File: src/rtl/serial_adder_pkg.sv
// serial_adder shared definitions.
// State encodings and default operand width.
package serial_adder_pkg;

  localparam int DEF_WIDTH = 8;

  typedef enum logic [1:0] {
    ST_IDLE = 2'd0,
    ST_RUN  = 2'd1,
    ST_DONE = 2'd2
  } state_t;

endpackage

File: src/rtl/serial_adder_if.sv
// serial_adder request/result bundle.
// The master issues operands; the slave returns the result.
interface serial_adder_if #(
  parameter int WIDTH = 8
);

  logic             start;
  logic [WIDTH-1:0] a;
  logic [WIDTH-1:0] b;
  logic             cin;
  logic             busy;
  logic             done;
  logic [WIDTH-1:0] sum;
  logic             cout;

  modport master (
    output start, a, b, cin,
    input  busy, done, sum, cout
  );

  modport slave (
    input  start, a, b, cin,
    output busy, done, sum, cout
  );

endinterface

File: src/rtl/half_adder.sv
// One-bit half adder.
// Upstream combinational stage of serial_adder.
module half_adder (
  input  logic a,
  input  logic b,
  output logic sum,
  output logic cout
);

  assign sum  = a ^ b;
  assign cout = a & b;

endmodule

File: src/rtl/serial_adder_full_adder.sv
// One-bit full adder from two half adders.
// Datapath of the bit-serial adder.
module full_adder (
  input  logic a,
  input  logic b,
  input  logic cin,
  output logic sum,
  output logic cout
);

  logic w_s1;
  logic w_c1;
  logic w_c2;

  half_adder u_ha0 (
    .a    (a),
    .b    (b),
    .sum  (w_s1),
    .cout (w_c1)
  );

  half_adder u_ha1 (
    .a    (w_s1),
    .b    (cin),
    .sum  (sum),
    .cout (w_c2)
  );

  assign cout = w_c1 | w_c2;

endmodule

File: src/rtl/serial_adder.sv
// Bit-serial WIDTH-bit adder, LSB first.
// One bit per clock; result registered at completion.
module serial_adder
  import serial_adder_pkg::*;
#(
  parameter int WIDTH = DEF_WIDTH
) (
  input logic           clk,
  input logic           rst,
  serial_adder_if.slave bus
);

  localparam int CW = $clog2(WIDTH + 1);

  state_t           r_state;
  state_t           w_next;
  logic [WIDTH-1:0] r_a;
  logic [WIDTH-1:0] r_b;
  logic [WIDTH-1:0] r_psum;
  logic [WIDTH-1:0] r_sum;
  logic [CW-1:0]    r_cnt;
  logic             r_carry;
  logic             r_cout;
  logic             r_busy;
  logic             r_done;
  logic             w_s;
  logic             w_c;
  logic             w_last;
  logic [WIDTH-1:0] w_psum_nx;

  full_adder u_fa (
    .a    (r_a[0]),
    .b    (r_b[0]),
    .cin  (r_carry),
    .sum  (w_s),
    .cout (w_c)
  );

  assign w_last = (r_cnt == CW'(WIDTH - 1));

  // New bit enters at the MSB so the LSB lands at bit 0 last.
  assign w_psum_nx = (r_psum >> 1)
                   | {w_s, {(WIDTH-1){1'b0}}};

  always_comb begin
    w_next = r_state;
    unique case (r_state)
      ST_IDLE: if (bus.start) w_next = ST_RUN;
      ST_RUN:  if (w_last) w_next = ST_DONE;
      ST_DONE: w_next = ST_IDLE;
      default: w_next = ST_IDLE;
    endcase
  end

  always_ff @(posedge clk) begin
    if (rst) begin
      r_state <= ST_IDLE;
      r_a     <= '0;
      r_b     <= '0;
      r_psum  <= '0;
      r_sum   <= '0;
      r_cnt   <= '0;
      r_carry <= 1'b0;
      r_cout  <= 1'b0;
      r_busy  <= 1'b0;
      r_done  <= 1'b0;
    end else begin
      r_state <= w_next;
      r_busy  <= (w_next == ST_RUN);
      r_done  <= (w_next == ST_DONE);
      unique case (r_state)
        ST_IDLE: begin
          if (bus.start) begin
            r_a     <= bus.a;
            r_b     <= bus.b;
            r_carry <= bus.cin;
            r_cnt   <= '0;
          end
        end
        ST_RUN: begin
          r_a     <= r_a >> 1;
          r_b     <= r_b >> 1;
          r_psum  <= w_psum_nx;
          r_carry <= w_c;
          r_cnt   <= r_cnt + 1'b1;
          if (w_last) begin
            r_sum  <= w_psum_nx;
            r_cout <= w_c;
          end
        end
        default: ;
      endcase
    end
  end

  assign bus.busy = r_busy;
  assign bus.done = r_done;
  assign bus.sum  = r_sum;
  assign bus.cout = r_cout;

endmodule

File: src/flat_wrapper.sv
// flat-port wrapper written by rule: the top's interface ports become plain ports
module serial_adder_flat import serial_adder_pkg::*;
#(
  parameter int WIDTH = DEF_WIDTH
)
  (clk, rst, bus_start, bus_a, bus_b, bus_cin, bus_busy, bus_done, bus_sum, bus_cout);
  serial_adder_if #(.WIDTH(WIDTH)) bus_i ();
  input logic clk;
  input logic rst;
  input wire logic [$bits(bus_i.start)-1:0] bus_start;
  input wire logic [$bits(bus_i.a)-1:0] bus_a;
  input wire logic [$bits(bus_i.b)-1:0] bus_b;
  input wire logic [$bits(bus_i.cin)-1:0] bus_cin;
  output wire logic [$bits(bus_i.busy)-1:0] bus_busy;
  output wire logic [$bits(bus_i.done)-1:0] bus_done;
  output wire logic [$bits(bus_i.sum)-1:0] bus_sum;
  output wire logic [$bits(bus_i.cout)-1:0] bus_cout;
  assign bus_i.start = bus_start;
  assign bus_i.a = bus_a;
  assign bus_i.b = bus_b;
  assign bus_i.cin = bus_cin;
  assign bus_busy = bus_i.busy;
  assign bus_done = bus_i.done;
  assign bus_sum = bus_i.sum;
  assign bus_cout = bus_i.cout;
  serial_adder #(.WIDTH(WIDTH)) u_core (.clk(clk), .rst(rst), .bus(bus_i));
endmodule
File: config.mk
export PLATFORM = sky130hd
export DESIGN_NAME = serial_adder_flat
export DESIGN_NICKNAME = d
export VERILOG_FILES = /design/src/rtl/serial_adder_pkg.sv /design/src/rtl/serial_adder_if.sv /design/src/rtl/half_adder.sv /design/src/rtl/serial_adder_full_adder.sv /design/src/rtl/serial_adder.sv /design/src/flat_wrapper.sv
export SDC_FILE = /design/constraint.sdc
export NUM_CORES = 1
export LEC_CHECK = 0
export CAP_MARGIN = 40
export CORE_UTILIZATION = 53
export CTS_BUF_LIST = sky130_fd_sc_hd__clkbuf_4
export DETAILED_ROUTE_END_ITERATION = 12
export GPL_ROUTABILITY_DRIVEN = 0
export PLACE_DENSITY = 0.78
export SYNTH_ARGS = -nofsm -noshare
export SYNTH_HDL_FRONTEND = slang
export SYNTH_SLANG_ARGS = --single-unit
File: constraint.sdc
create_clock -name clk -period 1.82 [get_ports clk]
set_clock_uncertainty 0.05 [all_clocks]
set_input_delay 0.546 -clock clk [delete_from_list [all_inputs] [get_ports clk]]
set_output_delay 0.546 -clock clk [all_outputs]
set_load 0.05 [all_outputs]
==> Yosys cells after proc, flatten, opt, wreduce, memory -nomap -nowiden <==
Index checks and enable logic that the tools add are counted.
{ "classes": {"add_sub_neg": 1, "n_eq_ne": 5, "n_mux": 11, "bitwise": 6, "reduce_logical": 4} }
{ "op_table": {"columns": ["op", "count"], "rows": [
  ["$pmux 8 s2", 2],
  ["$mux 8", 2],
  ["$or 7x8->8", 1],
  ["$pmux 4 s2", 1],
  ["$add 4x1->4 const B", 1],
  ["$eq 2x1->1 const B", 2],
  ["$eq 4x3->1 const B", 1],
  ["$mux 2", 2],
  ["$mux 4", 1],
  ["$pmux 2 s2", 1],
  ["$reduce_and 2->1", 2],
  ["$and 1x1->1", 2],
  ["$eq 2x2->1 const B", 1],
  ["$logic_not 2->1", 1],
  ["$ne 2x2->1 const B", 1],
  ["$pmux 1 s2", 1],
  ["$reduce_bool 2->1", 1],
  ["$xor 1x1->1", 2],
  ["$mux 1", 1],
  ["$or 1x1->1", 1]
]} }
{ "word_totals": {"ff_bits": 42, "in_bits": 20, "out_inout_bits": 11, "wordCells": 37} }

==> Longest topological paths before layout <==
Gate-level depths: netlist (run 1).
{ "logic_depth": {"ltp_word": 4, "mapped_depth": 6, "mapped_depth_nobuf": 4} }

==> Hierarchy <==
A second synthesis (run 1) with hierarchy kept.
{ "unflattened": {"cells_unflattened": 192, "hier_area_um2": 1815.5} }
{ "modules_own_cells": {"columns": ["mod", "instances", "cells_each", "area_each_um2", "seq_area_each_um2"], "rows": [
  ["serial_adder", 1, 189, 1784.2, 820.8],
  ["half_adder", 2, 1, 12.5, 0.0],
  ["full_adder", 1, 1, 6.3, 0.0]
]} }

==> Worst setup path after synthesis (run 1) <==
OpenSTA, ideal clock, no wires.
{ "synth_path": {"path_kind": "reg-to-reg", "from": "register u_core.r_cnt[0]", "to": "register u_core.r_cout (netlist: u_core.bus.cout)", "setup_ps": 72, "arrival_ps": 1213, "required_time_ps": 1698, "slack_ps": 485, "stages_incl_launch_ff": 5, "n_path_buf": 0, "period_less_slack_ps": 1335, "cell_sequence": "dfxtp_1 > ha_1 > nand4b_1 > nor2_4 > mux2i_1"} }
{ "synth_via": {"elab_chain_len": 2} }
{ "synth_lines": {"columns": ["item", "line", "text"], "rows": [
  ["start, declared", "serial_adder.sv:21", "logic [CW-1:0] r_cnt;"],
  ["start signal, assigned", "serial_adder.sv:85", "r_cnt <= r_cnt + 1'b1;"],
  ["$eq 4x3->1", "serial_adder.sv:39", "assign w_last = (r_cnt == CW'(WIDTH - 1));"],
  ["$reduce_and 2->1 (no source line)", null, null],
  ["end signal, assigned", "serial_adder.sv:88", "r_cout <= w_c;"],
  ["end, declared", "serial_adder.sv:23", "logic r_cout;"]
]} }
No other way between the ends.
A chain may end at the register's enable or synchronous reset.

==> Worst setup path in the final report (run 1) <==
{ "layout_path": {"from": "register u_core.r_cnt[0]", "to": "register u_core.r_sum[5] (netlist: u_core.bus.sum[5])"} }
{ "layout_via": {"elab_chain_len": 2} }
{ "layout_lines": {"columns": ["item", "line", "text"], "rows": [
  ["$eq 4x3->1", "serial_adder.sv:39", null],
  ["$reduce_and 2->1 (no source line)", null, null],
  ["end signal, assigned", "serial_adder.sv:87", "r_sum <= w_psum_nx;"],
  ["end, declared", "serial_adder.sv:20", "logic [WIDTH-1:0] r_sum;"]
]} }
No other way between the ends.

==> impl_results.md, run 1 <==
* Post-CTS setup buffer count at 0
* Crit path required time at 2.05 ns
* Highest achievable clock rate at 652.3 MHz
* Post-Synthesis Net Count at 205
* Die Outline Area at 0.003436 mm^2
* Number of warnings issued by yosys at 0
* GR Util met3 at 7.253%
* Core occupancy in the finished layout at 71.80%
* Switching power at 0.3884 mW
* Remaining design rule violation count at 0
* Initial standard-cell utilization of the core at 55.66%
* Type of the worst min-delay path: reg -> reg
* Register-to-register setup slack at 0.29 ns
* Crit path arrival time at 1.76 ns
* Maxcap violations at 0
* Max Slew Vio Count at 0
* Vias at 1371
* Critical setup path kind: reg -> reg
* Number of buffers added to fix hold violations after cts at 0
* Crit path max fanout at 9
* Power density over cell area at 729.6 mW/mm^2
* Worst reg-to-reg path cell count at 4
* Area taken by multi-input logic gates at 782.0 um^2
* Final-layout setup total negative slack at 0 ns
* Sequential share of the synthesized area at 48.31%
* Most numerous cell in the Yosys netlist: dfxtp_1
* Met1 capacity usage during global routing at 25.03%
* Hold Path End: u_core.r_psum[1]
* Clock sink count at 41
* Area growth from synthesis to layout at 29.01%
* Number of H-tree branching levels at 2
* Maximum resistive drop on vdd at 565.8 uV
* Detailed Route WL at 3162 um
* Internal power at 1.211 mW
* Largest stage delay on the critical path at 0.39 ns
* Maximum number of pins on one net before global-route repair at 51
* Number of cell rows at 20
* Number of diodes added for antenna fixing at 0
* Status: complete, no violations
* Number of antenna violations at the first check in global routing at 0
* Synth top cells by count: 41 x dfxtp_1, 21 x nor2_1, 19 x nand2b_1
* First-pass iteration count of the detailed router at 4
* Clock root buffer master: clkbuf_4
* Clock latency at the later pin of the worst-skew pair at 0.34 ns
* Origin of the worst min-delay path: u_core.r_psum[2]
* Number of instances resized during post-cts repair at 0
* Filler cells at 235
* EDFF count, synth at 0
* Post-DR wirelength/cell at 12.45 um
* Number of top-level pins at 31
* RSZ-0062 raised after global routing: false
* Final Setup Violations at 0
* Origin of the critical flop-to-flop path: u_core.r_cnt[0]
* Max Buffers Root-to-Sink at 2
* Post-layout min period at 1.533 ns
* Number of buffers added by the clock tree synthesis step at 5
* Cell taking the most area after synthesis: dfxtp_1
* Share of flip-flops with an asynchronous set or reset after synthesis at 0%
* Commonest register cell after synthesis: dfxtp_1
* HPWL reported at the end of detailed placement at 2249 um
* First-pass GRT wire length at 5382 um
* Logic gate share of total power at 13.6%
* Average via count per standard cell at 5.398
* Hold violation total from the final report at 0
* Post-synthesis register bit count at 41
* Overall overflow remaining after global route at 0
* Number of DRC markers after the initial detailed-route iteration at 34
* Worst slew slack as a fraction of its limit at 70.51%
* Number of global-route vias before repair at 1230
* # port buffers at 30
* Vertical die dimension at 58.62 um
* Post-synthesis area per instance at 9.285 um^2
* Share of cells above drive strength 1 at 11.43%
* Post-route cell area at 0.002192 mm^2
* Reported leakage power at 0.7792 nW
* Most Used Layer, Global Route: met2
* Clock tree from TritonCTS: done
* All-Layer GR Usage at 20.88%
* Standard cell with the maximum stage delay on the critical path: dfxtp_1
* Gate count of the mapped netlist at 183
* Clock edge transition at the registers on the reported setup and hold paths at 0.11 ns
* X dimension of the die at 58.62 um
* Sequential cell fraction of total power at 60.2%
* Portion of total power attributed to the clock network at 26.2%
* Number of nets at the end of the flow at 232
* Fin crit share at 84.24%
* Pin slew with the least headroom to its limit at 0.4414 ns
* Area fraction of the dominant cell type after synthesis at 48.31%
* Biggest area contributors in the synthesized netlist: dfxtp_1 48%, nand2b_1 7.0%, a211oi_1 6.6%, mux2i_1 5.9%, o22ai_1 5.5%
* Placeable Area at 0.003053 mm^2
* Number of different library cells in the post-synthesis netlist at 29
* Grt met2 use at 35.47%
* Number of routed nets with antenna violations at 0
* Critical R2R Capture: u_core.bus.sum[5]
* Total area of sequential cells at 820.8 um^2
* Hold Path Depth at 2
* Syn Std Cell Area at 0.001699 mm^2
* Switching power as a share of total power at 24.28%
* Category of the worst setup path capture point: flip-flop
* Placed Area at 0.002143 mm^2
* Kind of start point of the critical path: flip-flop
* Chain of cells forming the critical path: ha_1 -> nand4b_1 -> nor2_4 -> mux2i_1
==> cells in the final DEF, fill, tap and decap left out, drive strengths merged, types with 2 or more instances in the layout <==
| master | count |
|---|---|
| nand3 | 2 |
| nor2 | 22 |
| a21oi | 8 |
| dfxtp | 41 |
| buf | 15 |
| inv | 2 |
| clkbuf | 6 |
| o22ai | 15 |
| nand2b | 20 |
| a22oi | 3 |
| nor3b | 2 |
| nor3 | 2 |
| nand2 | 17 |
| clkdlybuf4s50 | 19 |
| mux2i | 10 |
| a211oi | 15 |
==> power by group through the flow <==
| stage | sequential [mW] | combinational, mW | clock [mW] |
|---|---|---|---|
| after detailed placement | 0.983 | 0.219 | 0 |
| after CTS | 0.963 | 0.219 | 0.424 |
| after global placement | 0.981 | 0.209 | 0 |
| after floorplan | 0.982 | 0.134 | 0 |
| final | 0.963 | 0.217 | 0.419 |
| after global routing | 0.967 | 0.239 | 0.471 |
==> state kept, by name, summed over array words and instances, names as in the netlist <==
register,flops
u_core.bus.busy,1
u_core.bus.cout,1
u_core.bus.done,1
u_core.bus.sum,8
u_core.r_a,8
u_core.r_b,8
u_core.r_carry,1
u_core.r_cnt,4
u_core.r_psum,7
u_core.r_state,2
==> through the flow <==
step	power [mW]	hold WS, ns	std cells	worst slack [ns]
CTS	1.606	0.4282	254	0.2689
global placement	1.191	0.3989	247	0.07858
floorplan	1.116	0.3868	183	0.4854
global route	1.678	0.4395	254	0.1322
detailed placement	1.202	0.4129	247	0.003405
finish	1.599	0.4250	254	0.2869
==> per-layer routing <==
metal,wire length [um],up-vias
met2,1592,37
met1,1369,635
met3,159,4
met5,0,-
met4,42,0
li1,-,695
==> worst max-delay path, delay by kind of cell, from the launching register on <==
family | cells | cell delay, ns
flops | 1 | 0.39
mux | 1 | 0.23
simple gates | 2 | 0.61
fa+ha+maj | 1 | 0.20
==> worst max path at each step <==
stage / start / to / cells past startpoint
2_1_floorplan: u_core.r_cnt[0] / u_core.bus.cout / 4
3_3_place_gp: bus_start / u_core.r_a[6] / 5
3_5_place_dp: bus_start / u_core.r_a[7] / 4
4_1_cts: u_core.r_cnt[0] / u_core.bus.sum[5] / 4
5_1_grt: u_core.r_cnt[0] / u_core.bus.sum[4] / 4
6_report: u_core.r_cnt[0] / u_core.bus.sum[5] / 4
==> final cells by class <==
cell class                      count  share of cell area (%)
Sequential cell                    41                   37.44
Clock inverter                      1                  0.1712
Clock buffer                        6                   2.055
Timing Repair Buffer               34                   21.80
Inverter                            2                  0.3425
Multi-Input combinational cell    126                   35.67
Tap cell                           44                   2.511
==> cell families (layout without fill, tap and decap cells) <==
kind of cell               Yosys count  count (layout)  share of synthesized area [%]
and+or+nand+nor                     69              69                          20.69
AOI/OAI and AO/OA                   45              45                          17.53
DFF                                 41              41                          48.31
buffers and inverters               16              43                          5.670
muxes                               10              10                          5.891
adders and majority gates            2               2                          1.915
Power figures use the tool's default switching activity.
==> inputs of run 2 (changes only) <==
Clock period 1.82 ns to 1.56 ns, I/O delays scaled along.
==> impl_results.md, run 2 (synthesized netlist as in run 1, its figures left out) <==
* Maximum resistive drop on vdd at 815.3 uV (+44%)
* Leading cell type in the layout, fill and taps excluded: dfxtp_1
* Number of diodes added for antenna fixing at 0 (unchanged)
* Origin of the critical flop-to-flop path: u_core.r_cnt[0]
* Chain of cells forming the critical path: buf_12
* Worst slew slack as a fraction of its limit at 67.60% (-2.9 points)
* Number of nets at the end of the flow at 241 (+3.9%)
* Maximum number of pins on one net before global-route repair at 33 (-35%)
* Placeable Area at 0.003053 mm^2 (unchanged)
* Clock tree from TritonCTS: done
* Kind of start point of the critical path: flip-flop
* Power, Total at 2.089 mW (+31%)
* Clock sink count at 41 (unchanged)
* Clock root buffer master: clkbuf_4
* Crit path required time at 1.04 ns (-1.01 ns)
* Largest stage delay on the critical path at 0.41 ns (+0.02 ns)
* Category of the worst setup path capture point: output pin
* Overall overflow remaining after global route at 0 (unchanged)
* GR Util met3 at 7.692% (+0.44 points)
* Number of routed nets with antenna violations at 0 (unchanged)
* Vertical die dimension at 58.62 um (unchanged)
* Area growth from synthesis to layout at 36.23%
* Fin crit share at 91.72%
* Crit. Startpoint: u_core.bus.sum[6]
* Most Used Layer, Global Route: met2
* Die Outline Area at 0.003436 mm^2 (unchanged)
* Most frequent cells in the layout: 41 x dfxtp_1, 21 x nor2_1, 19 x nand2b_1, 19 x clkdlybuf4s50_1, 17 x nand2_1
* Average via count per standard cell at 5.462 (+1.2%)
* Filler cells at 220 (-6.4%)
* # port buffers at 30 (unchanged)
* Number of buffers added to fix hold violations after cts at 0 (unchanged)
* Number of antenna violations at the first check in global routing at 0 (unchanged)
* Delay-heaviest family, CP: flip-flops
* Pin slew with the least headroom to its limit at 0.4854 ns (+0.04395 ns)
* Final Setup Violations at 0 (unchanged)
* Power density over cell area at 902.5 mW/mm^2 (+24%)
* Number of global-route vias before repair at 1392 (+13%)
* Standard cell with the maximum stage delay on the critical path: dfxtp_1
* Clock latency at the later pin of the worst-skew pair at 0.35 ns (about the same)
* Vias at 1442 (+5.2%)
* Share of cells above drive strength 1 at 15.45% (+4.0 points)
* Grt met2 use at 43.35% (+7.9 points)
* Number of top-level pins at 31 (unchanged)
* Initial standard-cell utilization of the core at 55.66% (unchanged)
* Min Hold Slack at 0.4264 ns (+0.001368 ns)
* Crit path max fanout at 2 (-7)
* Critical setup path kind: reg -> out
* Number of DRC markers after the initial detailed-route iteration at 65 (+91%)
* First-pass iteration count of the detailed router at 4 (unchanged)
* Clock edge transition at the registers on the reported setup and hold paths at 0.12 ns (about the same)
* First-pass GRT wire length at 5982 um (+11%)
* RSZ-0062 raised after global routing: false
* Number of cell rows at 20 (unchanged)
* HPWL reported at the end of detailed placement at 2657 um (+18%)
* Cell Count, Final, Fillers Out at 264 (+3.9%)
* Type of the worst min-delay path: reg -> reg
* # placed instances at 255 (+3.2%)
* Post-DR wirelength/cell at 13.98 um (+12%)
* Remaining design rule violation count at 0 (unchanged)
* Status: complete, no violations
* X dimension of the die at 58.62 um (unchanged)
* Highest achievable clock rate at 698.9 MHz
* Number of H-tree branching levels at 2 (unchanged)
* Hold violation total from the final report at 0 (unchanged)
* All-Layer GR Usage at 23.85% (+3.0 points)
* Origin of the worst min-delay path: u_core.r_psum[6]
* Met1 capacity usage during global routing at 25.90% (+0.87 points)
* Post-layout min period at 1.431 ns
* Detailed Route WL at 3690 um (+17%)
* Number of buffers and inverters on the critical path at 1 (+1)
* Reported leakage power at 0.8430 nW (+8.2%)
* Number of buffers added by the clock tree synthesis step at 5 (unchanged)
* Max Slew Vio Count at 0 (unchanged)
* Max Buffers Root-to-Sink at 2 (unchanged)
* Crit path arrival time at 0.91 ns (-0.85 ns)
* Maxcap violations at 0 (unchanged)
## run 2: cell count changes in the layout (fill, tap and decap cells not counted)
cell,change
buf_4,+7
buf_12,+2
bufinv_16,+1
## run 2: what timing repair did
action	CTS	global route
endpoints found under the setup margin	0	7
buffers inserted	0	1
gates resized for setup	0	0
hold endpoints to repair	0	0
## run 2: final cells by class
cell class	instances	area, um^2	share of cell area (%)
clock inverter	2	33.78	1.459
inverter	2	7.507	0.3243
clock buffer	6	45.04	1.946
timing repair buffer	43	570.5	24.65
sequential	41	820.8	35.46
tap	44	55.05	2.378
multi-input combinational	126	782.0	33.78
## run 2: stage by stage
stage                     setup TNS (ns)  worst slack [ns]  area (um^2)  utilization, %
final                                  0            0.1292         2315           75.82
after global routing                   0           0.02961         2315           75.82
after CTS                              0           0.05169         2295           75.16
after detailed placement          -2.543           -0.1951         2216           72.58
after global placement            -1.547           -0.1109         2216           72.58
after floorplan                        0            0.2254         1699               -
## run 2: worst paths after layout
check	endpoint	slack (ns)	depth (start not counted)
worst max-delay path	bus_sum[6]	0.13	1
worst min-delay path	u_core.r_psum[5]	0.43	2
worst max register to register	u_core.bus.sum[1]	0.14	5
worst min register to register	u_core.r_psum[5]	0.43	2
## run 2: per-layer routing
metal	share of wire [%]	vias up
met5	0	-
met4	1.4	0
met3	4.0	7
met2	52	32
met1	42	692
li1	-	711
## run 2: report_power, final
part / total, mW / internal, mW / switching [mW]
Combinational: 0.279 / 0.153 / 0.126
Clock: 0.684 / 0.351 / 0.333
Sequential: 1.13 / 1.09 / 0.0315
